`src/rtl/hazard_bypass_unit_pkg.sv`:
```
// hazard_bypass_unit_pkg: shared tag, bypass-select and shadow-entry types
package hazard_bypass_unit_pkg;

    localparam int TAG_W = 5;

    typedef logic [TAG_W-1:0] tag_t;

    localparam tag_t REG_ZERO = '0;

    localparam logic [1:0] BYP_RF = 2'b00;
    localparam logic [1:0] BYP_M  = 2'b01;
    localparam logic [1:0] BYP_W  = 2'b10;

    // valid is the instruction-valid bit already qualified by its write enable
    typedef struct packed {
        logic valid;
        tag_t dest;
        logic is_load;
    } shadow_t;

    // X additionally remembers what its instruction reads and whether it is a mult/div;
    // live is the plain instruction-valid bit, independent of the write enable
    typedef struct packed {
        shadow_t ent;
        logic    live;
        tag_t    rs;
        tag_t    rt;
        logic    rs_used;
        logic    rt_used;
        logic    is_md;
    } x_entry_t;

endpackage

```
`src/rtl/hazard_bypass_unit_if.sv`:
```
// hazard_bypass_unit_if: D-stage hazard inputs and bypass/stall/multdiv outputs
interface hazard_bypass_unit_if;
    import hazard_bypass_unit_pkg::*;

    logic       d_valid;
    tag_t       d_rs;
    tag_t       d_rt;
    logic       d_rs_used;
    logic       d_rt_used;
    tag_t       d_rd;
    logic       d_writes;
    logic       d_is_load;
    logic       d_is_md;
    logic       flush;
    logic [1:0] byp_a_sel;
    logic [1:0] byp_b_sel;
    logic       stall;
    logic       md_start;
    logic       md_busy;
    logic       md_done;
    tag_t       md_dest;

    modport master (
        output d_valid, d_rs, d_rt, d_rs_used, d_rt_used, d_rd, d_writes, d_is_load, d_is_md, flush,
        input  byp_a_sel, byp_b_sel, stall, md_start, md_busy, md_done, md_dest
    );

    modport slave (
        input  d_valid, d_rs, d_rt, d_rs_used, d_rt_used, d_rd, d_writes, d_is_load, d_is_md, flush,
        output byp_a_sel, byp_b_sel, stall, md_start, md_busy, md_done, md_dest
    );

endinterface

```
`src/rtl/hazard_bypass_unit_reg_tag_match.sv`:
```
// reg_tag_match: register tag equality where $r0 never matches anything
module reg_tag_match
    import hazard_bypass_unit_pkg::*;
(
    input  tag_t a,
    input  tag_t b,
    output logic hit
);

    assign hit = (a == b) && (a != REG_ZERO);

endmodule

```
`src/rtl/hazard_bypass_unit.sv`:
```
// hazard_bypass_unit: shadow X/M/W tags, operand bypass selects, load-use and multdiv stalls
module hazard_bypass_unit
    import hazard_bypass_unit_pkg::*;
#(
    parameter int MD_LATENCY = 32,
    parameter int CNT_W      = 6
) (
    input logic              clock,
    input logic              reset,
    hazard_bypass_unit_if.slave bus
);

    x_entry_t         x_q;
    x_entry_t         x_next;
    shadow_t          m_q;
    shadow_t          w_q;
    logic [CNT_W-1:0] md_cnt;
    tag_t             md_dest_q;

    logic hit_a_m;
    logic hit_a_w;
    logic hit_b_m;
    logic hit_b_w;
    logic hit_rs_x;
    logic hit_rt_x;
    logic hit_rs_md;
    logic hit_rt_md;

    logic a_from_m;
    logic a_from_w;
    logic b_from_m;
    logic b_from_w;
    logic dep_x;
    logic dep_md;
    logic load_use;
    logic md_stall;

    reg_tag_match u_a_m  (.a(x_q.rs),     .b(m_q.dest),      .hit(hit_a_m));
    reg_tag_match u_a_w  (.a(x_q.rs),     .b(w_q.dest),      .hit(hit_a_w));
    reg_tag_match u_b_m  (.a(x_q.rt),     .b(m_q.dest),      .hit(hit_b_m));
    reg_tag_match u_b_w  (.a(x_q.rt),     .b(w_q.dest),      .hit(hit_b_w));
    reg_tag_match u_rs_x (.a(bus.d_rs),   .b(x_q.ent.dest),  .hit(hit_rs_x));
    reg_tag_match u_rt_x (.a(bus.d_rt),   .b(x_q.ent.dest),  .hit(hit_rt_x));
    reg_tag_match u_rs_md(.a(bus.d_rs),   .b(md_dest_q),     .hit(hit_rs_md));
    reg_tag_match u_rt_md(.a(bus.d_rt),   .b(md_dest_q),     .hit(hit_rt_md));

    // Bypass selects, hazard detection and multdiv status, all same-cycle from current state
    always_comb begin
        a_from_m       = x_q.rs_used & m_q.valid & hit_a_m & ~m_q.is_load;
        a_from_w       = x_q.rs_used & w_q.valid & hit_a_w;
        b_from_m       = x_q.rt_used & m_q.valid & hit_b_m & ~m_q.is_load;
        b_from_w       = x_q.rt_used & w_q.valid & hit_b_w;
        bus.byp_a_sel  = ~x_q.live ? BYP_RF : a_from_m ? BYP_M : a_from_w ? BYP_W : BYP_RF;
        bus.byp_b_sel  = ~x_q.live ? BYP_RF : b_from_m ? BYP_M : b_from_w ? BYP_W : BYP_RF;
        dep_x          = (bus.d_rs_used & hit_rs_x) | (bus.d_rt_used & hit_rt_x);
        dep_md         = (bus.d_rs_used & hit_rs_md) | (bus.d_rt_used & hit_rt_md);
        load_use       = x_q.ent.valid & x_q.ent.is_load & dep_x;
        bus.md_start   = x_q.live & x_q.is_md;
        bus.md_busy    = md_cnt != '0;
        bus.md_done    = md_cnt == CNT_W'(1);
        bus.md_dest    = md_dest_q;
        // a multdiv sitting in X has not loaded md_dest yet, so its tag is checked through X
        md_stall       = bus.d_valid & ((bus.md_busy & (bus.d_is_md | dep_md)) |
                                        (bus.md_start & (bus.d_is_md | dep_x)));
        bus.stall      = (load_use | md_stall) & ~bus.flush;
    end

    // Next X entry: D fields, turned into a bubble on stall or flush
    always_comb begin
        x_next.live        = bus.d_valid & ~bus.flush & ~bus.stall;
        x_next.ent.valid   = x_next.live & bus.d_writes;
        x_next.ent.dest    = bus.d_rd;
        x_next.ent.is_load = bus.d_is_load;
        x_next.rs          = bus.d_rs;
        x_next.rt          = bus.d_rt;
        x_next.rs_used     = bus.d_rs_used;
        x_next.rt_used     = bus.d_rt_used;
        x_next.is_md       = bus.d_is_md;
    end

    // Shadow pipeline advance; M and W always follow unconditionally
    always_ff @(posedge clock) begin
        if (!reset) begin
            x_q <= '0;
            m_q <= '0;
            w_q <= '0;
        end else begin
            x_q <= x_next;
            m_q <= x_q.ent;
            w_q <= m_q;
        end
    end

    // Multdiv occupancy counter; a flush never aborts an op already issued
    always_ff @(posedge clock) begin
        if (!reset) begin
            md_cnt    <= '0;
            md_dest_q <= REG_ZERO;
        end else if (bus.md_start) begin
            md_cnt    <= CNT_W'(MD_LATENCY);
            md_dest_q <= x_q.ent.dest;
        end else if (bus.md_busy) begin
            md_cnt    <= md_cnt - CNT_W'(1);
        end
    end

endmodule

```
`src/flat_wrapper.sv`:
```
// flat-port wrapper written by rule: the top's interface ports become plain ports
module hazard_bypass_unit_flat import hazard_bypass_unit_pkg::*;
#(
    parameter int MD_LATENCY = 32,
    parameter int CNT_W      = 6
)
  (clock, reset, bus_d_valid, bus_d_rs, bus_d_rt, bus_d_rs_used, bus_d_rt_used, bus_d_rd, bus_d_writes, bus_d_is_load, bus_d_is_md, bus_flush, bus_byp_a_sel, bus_byp_b_sel, bus_stall, bus_md_start, bus_md_busy, bus_md_done, bus_md_dest);
  hazard_bypass_unit_if bus_i ();
  input logic clock;
  input logic reset;
  input wire logic [$bits(bus_i.d_valid)-1:0] bus_d_valid;
  input wire logic [$bits(bus_i.d_rs)-1:0] bus_d_rs;
  input wire logic [$bits(bus_i.d_rt)-1:0] bus_d_rt;
  input wire logic [$bits(bus_i.d_rs_used)-1:0] bus_d_rs_used;
  input wire logic [$bits(bus_i.d_rt_used)-1:0] bus_d_rt_used;
  input wire logic [$bits(bus_i.d_rd)-1:0] bus_d_rd;
  input wire logic [$bits(bus_i.d_writes)-1:0] bus_d_writes;
  input wire logic [$bits(bus_i.d_is_load)-1:0] bus_d_is_load;
  input wire logic [$bits(bus_i.d_is_md)-1:0] bus_d_is_md;
  input wire logic [$bits(bus_i.flush)-1:0] bus_flush;
  output wire logic [$bits(bus_i.byp_a_sel)-1:0] bus_byp_a_sel;
  output wire logic [$bits(bus_i.byp_b_sel)-1:0] bus_byp_b_sel;
  output wire logic [$bits(bus_i.stall)-1:0] bus_stall;
  output wire logic [$bits(bus_i.md_start)-1:0] bus_md_start;
  output wire logic [$bits(bus_i.md_busy)-1:0] bus_md_busy;
  output wire logic [$bits(bus_i.md_done)-1:0] bus_md_done;
  output wire logic [$bits(bus_i.md_dest)-1:0] bus_md_dest;
  assign bus_i.d_valid = bus_d_valid;
  assign bus_i.d_rs = bus_d_rs;
  assign bus_i.d_rt = bus_d_rt;
  assign bus_i.d_rs_used = bus_d_rs_used;
  assign bus_i.d_rt_used = bus_d_rt_used;
  assign bus_i.d_rd = bus_d_rd;
  assign bus_i.d_writes = bus_d_writes;
  assign bus_i.d_is_load = bus_d_is_load;
  assign bus_i.d_is_md = bus_d_is_md;
  assign bus_i.flush = bus_flush;
  assign bus_byp_a_sel = bus_i.byp_a_sel;
  assign bus_byp_b_sel = bus_i.byp_b_sel;
  assign bus_stall = bus_i.stall;
  assign bus_md_start = bus_i.md_start;
  assign bus_md_busy = bus_i.md_busy;
  assign bus_md_done = bus_i.md_done;
  assign bus_md_dest = bus_i.md_dest;
  hazard_bypass_unit #(.MD_LATENCY(MD_LATENCY), .CNT_W(CNT_W)) u_core (.clock(clock), .reset(reset), .bus(bus_i));
endmodule
```
`config.mk`:
```
export PLATFORM = sky130hd
export DESIGN_NAME = hazard_bypass_unit_flat
export DESIGN_NICKNAME = d
export VERILOG_FILES = /design/src/rtl/hazard_bypass_unit_pkg.sv /design/src/rtl/hazard_bypass_unit_if.sv /design/src/rtl/hazard_bypass_unit_reg_tag_match.sv /design/src/rtl/hazard_bypass_unit.sv /design/src/flat_wrapper.sv
export SDC_FILE = /design/constraint.sdc
export NUM_CORES = 1
export LEC_CHECK = 0
export CAP_MARGIN = 0
export CORE_MARGIN = 5
export CORE_UTILIZATION = 50
export DETAILED_ROUTE_END_ITERATION = 12
export PLACE_DENSITY_LB_ADDON = 0.3
export SLEW_MARGIN = 20
export SYNTH_ARGS = -nofsm -noshare
export SYNTH_HDL_FRONTEND = slang
export SYNTH_SLANG_ARGS = --single-unit
export TNS_END_PERCENT = 1
```
`constraint.sdc`:
```
create_clock -name clock -period 5.95 [get_ports clock]
set_input_delay 1.785 -clock clock [delete_from_list [all_inputs] [get_ports clock]]
set_output_delay 1.785 -clock clock [all_outputs]
set_load 0.01 [all_outputs]
```
* Word-level counts from Yosys, hierarchy flattened
Cells that the tools add are included.
** Word-level totals
- Register bits after elaboration :: 45
- Bits in latches :: 0
- RAM bits :: 0
- Bits in read-only memories :: 0
- Input port bits :: 24
- Output and inout bits :: 13
- Logic and storage cells :: 84
- Memories kept :: 0
** Operators by class
- Add/subtract/negate cells :: 1
- Multipliers :: 0
- Divide/modulo/power cells :: 0
- Order comparisons :: 0
- Equal/unequal tests :: 9
- Shift operators :: 0
- Multiplexer cells :: 8
- Bitwise logic cells :: 34
- Reduce and logical (&&, ||, !) cells :: 15
** Operators by type and width (number)
- $eq 5x5->1 :: 8
- $and 1x1->1 :: 24
- $reduce_bool 5->1 :: 4
- $mux 2 :: 6
- $mux 6 :: 2
- $logic_and 1x1->1 :: 8
- $eq 6x1->1 const B :: 1
- $or 1x1->1 :: 6
- $reduce_bool 6->1 :: 1
- $sub 6x1->6 const B :: 1
- $not 1->1 :: 4
- $reduce_bool 2->1 :: 1
- $reduce_or 2->1 :: 1

* Depth between registers and ports, before layout
- Depth after elaboration :: 13
- Depth in mapped cells :: 5
- Mapped depth without buffers :: 5

* Modules after synthesis
A second synthesis with hierarchy kept.
** Second synthesis, totals
- Cells, all modules :: 217
- Area, all modules :: 2070.7 um^2
** By module, submodules not included
- hazard_bypass_unit :: instances 1, cells each 145, area an instance 1510.2 um^2, sequential area each 900.9 um^2
- reg_tag_match :: instances 8, cells each 9, area an instance 70.1 um^2, sequential area each 0.0 um^2

* Worst setup path before layout
Ideal clock, no wire load.
- Path kind :: input-to-output
- From :: input bus_d_rt[1]
- To :: output bus_stall
- Arrival :: 2.997 ns
- Required time :: 4.165 ns
- Path slack :: 1.168 ns
- Stages :: 5
- Buffers on the path :: 0
- Cell sequence :: or4_1 > o21ai_2 > nor4_1 > o311ai_0 > a31oi_1
** On the way
- Word-level cells in the longest chain between the ends :: 10
- Elaborated cells on any way between the ends :: 18
- Those cells by class :: 2 x eq/ne; 13 x bitwise; 3 x reduce/logical
** RTL lines
- start: declaration :: RTL line flat_wrapper.sv:13 : input wire logic [$bits(bus_i.d_rt)-1:0] bus_d_rt;
- $eq 5x5->1 / $reduce_bool 5->1 (equally long branches) :: RTL line hazard_bypass_unit_reg_tag_match.sv:10 : assign hit = (a == b) && (a != REG_ZERO);
- $logic_and 1x1->1 :: RTL line hazard_bypass_unit_reg_tag_match.sv:10
- $and 1x1->1, on equally long branches :: RTL line hazard_bypass_unit.sv:56, hazard_bypass_unit.sv:55
- $or 1x1->1, on equally long branches :: RTL line hazard_bypass_unit.sv:56, hazard_bypass_unit.sv:55
- $or 1x1->1, on equally long branches :: RTL line hazard_bypass_unit.sv:63, hazard_bypass_unit.sv:64
- $and 1x1->1, on equally long branches :: RTL line hazard_bypass_unit.sv:63, hazard_bypass_unit.sv:64
- $or 1x1->1 :: RTL line hazard_bypass_unit.sv:63 : md_stall = bus.d_valid & ((bus.md_busy & (bus.d_is_md | dep_md)) |
- $and 1x1->1 :: RTL line hazard_bypass_unit.sv:63
- $or 1x1->1 * :: RTL line hazard_bypass_unit.sv:65 : bus.stall = (load_use | md_stall) & ~bus.flush;
- $and 1x1->1 * :: RTL line hazard_bypass_unit.sv:65
- end: declaration :: RTL line flat_wrapper.sv:23 : output wire logic [$bits(bus_i.stall)-1:0] bus_stall;
Every way passes the cells marked *; elsewhere a longest branch is shown, timed or not.

* Final worst setup path
- From :: input bus_d_rs[2]
- To :: output bus_stall
** On the way
- Word-level cells in the longest chain between the ends :: 10
- Elaborated cells on any way between the ends :: 18
- Those cells by class :: 2 x eq/ne; 13 x bitwise; 3 x reduce/logical
** RTL lines
- start: declaration :: RTL line flat_wrapper.sv:12 : input wire logic [$bits(bus_i.d_rs)-1:0] bus_d_rs;
- $eq 5x5->1 / $reduce_bool 5->1 (equally long branches) :: RTL line hazard_bypass_unit_reg_tag_match.sv:10
- $logic_and 1x1->1 :: RTL line hazard_bypass_unit_reg_tag_match.sv:10
- $and 1x1->1, on equally long branches :: RTL line hazard_bypass_unit.sv:56, hazard_bypass_unit.sv:55
- $or 1x1->1, on equally long branches :: RTL line hazard_bypass_unit.sv:56, hazard_bypass_unit.sv:55
- $or 1x1->1, on equally long branches :: RTL line hazard_bypass_unit.sv:63, hazard_bypass_unit.sv:64
- $and 1x1->1, on equally long branches :: RTL line hazard_bypass_unit.sv:63, hazard_bypass_unit.sv:64
- $or 1x1->1 :: RTL line hazard_bypass_unit.sv:63
- $and 1x1->1 :: RTL line hazard_bypass_unit.sv:63
- $or 1x1->1 * :: RTL line hazard_bypass_unit.sv:65
- $and 1x1->1 * :: RTL line hazard_bypass_unit.sv:65
Marks and branches as above.

==> impl_metrics.tcl <==
set metrics [dict create \
    share_of_synthesized_area_occupied_by_flip_flops_and_latches_pct 45.9 \
    asyncSetResetFlopFracSynth_pct 0 \
    worst_path_dominant_cell_family "buffers and inverters" \
    remaining_drc_errors 0 \
    drt-vias-per-instance 5.07 \
    maximum_single_stage_delay_on_the_critical_path_ps 550 \
    criticalPathCategory "input port to output pin" \
    die_area_um2 5280 \
    cts.htree.levels 2 \
    postSynthRegisterBits 45 \
    data_required_time_at_the_worst_endpoint_ps 4160 \
    grt_usage_pct 16.7 \
    synthDominantCellAreaShare_pct 45.9 \
    timing_hold_violations_final 0 \
    synth_edf_count 0 \
    finalWirelength_mm 4.03 \
    yosys_warnings 0 \
    cts-root-buf "sky130_fd_sc_hd__clkbuf_8" \
    yosys_most_used_dff "sky130_fd_sc_hd__dfxtp_1" \
    power_density_nw_per_um2 299 \
    finish.net_count 273 \
    tightest_slew_ps 1070 \
    cp-start-kind "input port" \
    finalInstanceArea_um2 2470 \
    cp_capture_type "output pin" \
    arrival_ps 4000 \
    fmax_mhz 173 \
    drt_pre_antenna_iters 4 \
    ys_top_cells_by_area "sky130_fd_sc_hd__dfxtp_1 46%, sky130_fd_sc_hd__xnor2_1 12%, sky130_fd_sc_hd__and2_1 11%" \
    critical_path_buffers_and_inverters 2 \
    cell_by_cell_trace_of_the_critical_path "clkdlybuf4s50_1, or4_1, nor2_1, nor4_1, o311ai_0, a31oi_1, clkdlybuf4s50_1" \
    antennaDiodeCount 0 \
    drtIter0Drc 90 \
    place_hpwl_mm 3.14 \
    grt.overflow.total 0 \
    timing.final.ws_setup_ps 164 \
    post_synth_inst_count 206 \
    post-route-min-period_ps 5790 \
    routed_wire_length_per_instance_um 13.6 \
    cts.sinks 45 \
    initial_utilization_pct 52.5 \
    buffers_on_ports 36 \
    timing.reg2reg.setup_slack_ps 4470 \
    cts_inserted_buffers 5 \
    critical_path.most_common_cell "sky130_fd_sc_hd__clkdlybuf4s50_1" \
    core_region_area_um2 3740 \
    final_weighted_congestion_of_routability_driven_global_placement 0.906 \
    worst_hold_slack_ps 457 \
    finClkSkew_ps 6.55 \
    fin_tns_setup_ps 0 \
    rows 22 \
    route.antenna.remaining_nets 0 \
    cts_tree "built" \
    synth_top_cell_by_area "sky130_fd_sc_hd__dfxtp_1" \
    pre_cts_slack_ps 129 \
    slew_violations 0 \
    worst_slew_margin_rel_pct 28.7 \
    timing.critical_path.slowest_stage_cell "sky130_fd_sc_hd__or4_1" \
    die_w_um 72.7 \
    final.period_utilization_pct 97.2 \
    grt_start_max_net_pins 42 \
    drive_above_1_share_pct 4.84 \
    longest_clk_path_bufs 2 \
    syn2layout_area_growth_pct 25.9 \
    die_height_um 72.7 \
    combined_area_of_all_synthesized_cells_um2 1960 \
    mappedNetlistNets 232 \
    hold_buf_count_cts 0 \
    rsz0062_at_grt "false" \
    status "complete, no violations" \
    route.vias.total 1501 \
    power.ir.vdd_worst_mv 0.148 \
    antenna_found_initial 0 \
    cap_violations 0 \
    hold_path.class "flop to flop" \
    io_pins 37 \
    synth_cell_types 29 \
    mean_post_synth_cell_area_um2 9.54 \
    post-cts-setup-buffers 0 \
    clock_latency_ps 290 \
    cellLeakagePower_nw 0.940 \
    grt_pass1_vias 1518 \
    critical_path_fanouts_max 4 \
    placement_cell_area_um2 2380 \
    grt_pass1_wl_mm 6.91 \
    final-setup-viol-count 0 \
    fill_cells 346 \
    clock_pin_transition_on_the_worst_setup_and_hold_timing_paths_ps 80 \
]
cell type report:
type                       count  area [µm²]  area share, %
sequential                    45         901           36.4
clock inverter                 2        15.0          0.607
multi-input combinational    154        1040           42.0
inverter                       3        11.3          0.455
tap                           48        60.1           2.43
clock buffer                   6        72.6           2.94
timing repair buffer          38         375           15.2
logic make-up (layout without fill, tap and decap cells):
kind of cell | after synthesis | in the layout | synth area share [%]
buffers and inverters | 7 | 49 | 1.34
AO/OA/AOI/OAI | 17 | 17 | 5.67
adder cells (fa/ha/maj) | 2 | 2 | 1.27
flip-flops | 45 | 45 | 45.9
XOR/XNOR | 44 | 44 | 19.6
AND/OR/NAND/NOR | 91 | 91 | 26.2
metal layers:
layer,up-vias,share of wire [%],GRT usage [%]
met1,668,46,21.2
met5,-,0,0
li1,776,-,-
met3,10,4.6,3.17
met4,0,1.7,5.33
met2,47,48,28.4
flip-flops by register name, indices dropped and copies added, names as in the netlist:
name                flops
u_core.md_cnt           6
u_core.x_q             21
u_core.bus.md_dest      5
u_core.m_q              7
u_core.w_q              6
Yosys cell counts (3+ instances only):
| cell type | instances |
|---|---|
| sky130_fd_sc_hd__and2_1 | 36 |
| sky130_fd_sc_hd__clkbuf_1 | 4 |
| sky130_fd_sc_hd__dfxtp_1 | 45 |
| sky130_fd_sc_hd__nand2_1 | 6 |
| sky130_fd_sc_hd__nand3_1 | 3 |
| sky130_fd_sc_hd__nand4_1 | 6 |
| sky130_fd_sc_hd__nor2_1 | 17 |
| sky130_fd_sc_hd__nor3_1 | 5 |
| sky130_fd_sc_hd__nor4_1 | 9 |
| sky130_fd_sc_hd__o21ai_0 | 6 |
| sky130_fd_sc_hd__or4_1 | 4 |
| sky130_fd_sc_hd__xnor2_1 | 27 |
| sky130_fd_sc_hd__xor2_1 | 17 |
report_power, final:
group	total (mW)	internal, mW	switching (mW)
registers	0.361	0.332	0.0294
clock network	0.182	0.0827	0.0997
logic	0.195	0.102	0.0925
total	0.738	0.517	0.222
what timing repair did:
item | 4_1_cts | 5_1_grt
gates resized for setup | 0 | 1
endpoints found under the setup margin | 0 | 1
hold endpoints to repair | 0 | 0
final timing paths:
kind	end	startpoint	cells past startpoint
min reg2reg	u_core.m_q[6]	u_core.x_q[20]	1
max	bus_stall	bus_d_rs[2]	7
max reg2reg	u_core.x_q[13]	u_core.x_q[18]	5
min	u_core.m_q[6]	u_core.x_q[20]	1
placed cells by master (no fill, tap or decap), types with 2 or more instances in the layout:
cell	n
sky130_fd_sc_hd__dfxtp_1	45
sky130_fd_sc_hd__and2_1	36
sky130_fd_sc_hd__clkdlybuf4s50_1	36
sky130_fd_sc_hd__xnor2_1	27
sky130_fd_sc_hd__xor2_1	17
sky130_fd_sc_hd__nor2_1	17
sky130_fd_sc_hd__nor4_1	9
sky130_fd_sc_hd__nand2_1	6
sky130_fd_sc_hd__nand4_1	6
sky130_fd_sc_hd__o21ai_0	6
sky130_fd_sc_hd__nor3_1	5
sky130_fd_sc_hd__clkbuf_8	5
sky130_fd_sc_hd__or4_1	4
sky130_fd_sc_hd__nand3_1	3
sky130_fd_sc_hd__inv_1	2
sky130_fd_sc_hd__o21ai_1	2
sky130_fd_sc_hd__nand2b_1	2
sky130_fd_sc_hd__ha_1	2
sky130_fd_sc_hd__clkinvlp_4	2
sky130_fd_sc_hd__buf_4	2
stage by stage:
step / utilization, % / std cells / power [mW]
finish: 66.0 / 296 / 0.738
global route: 66.0 / 296 / 0.783
CTS: 66.0 / 296 / 0.742
detailed placement: 63.7 / 288 / 0.564
global placement: 63.7 / 288 / 0.557
floorplan: - / 206 / 0.492
(Power assumes the default switching activity.)
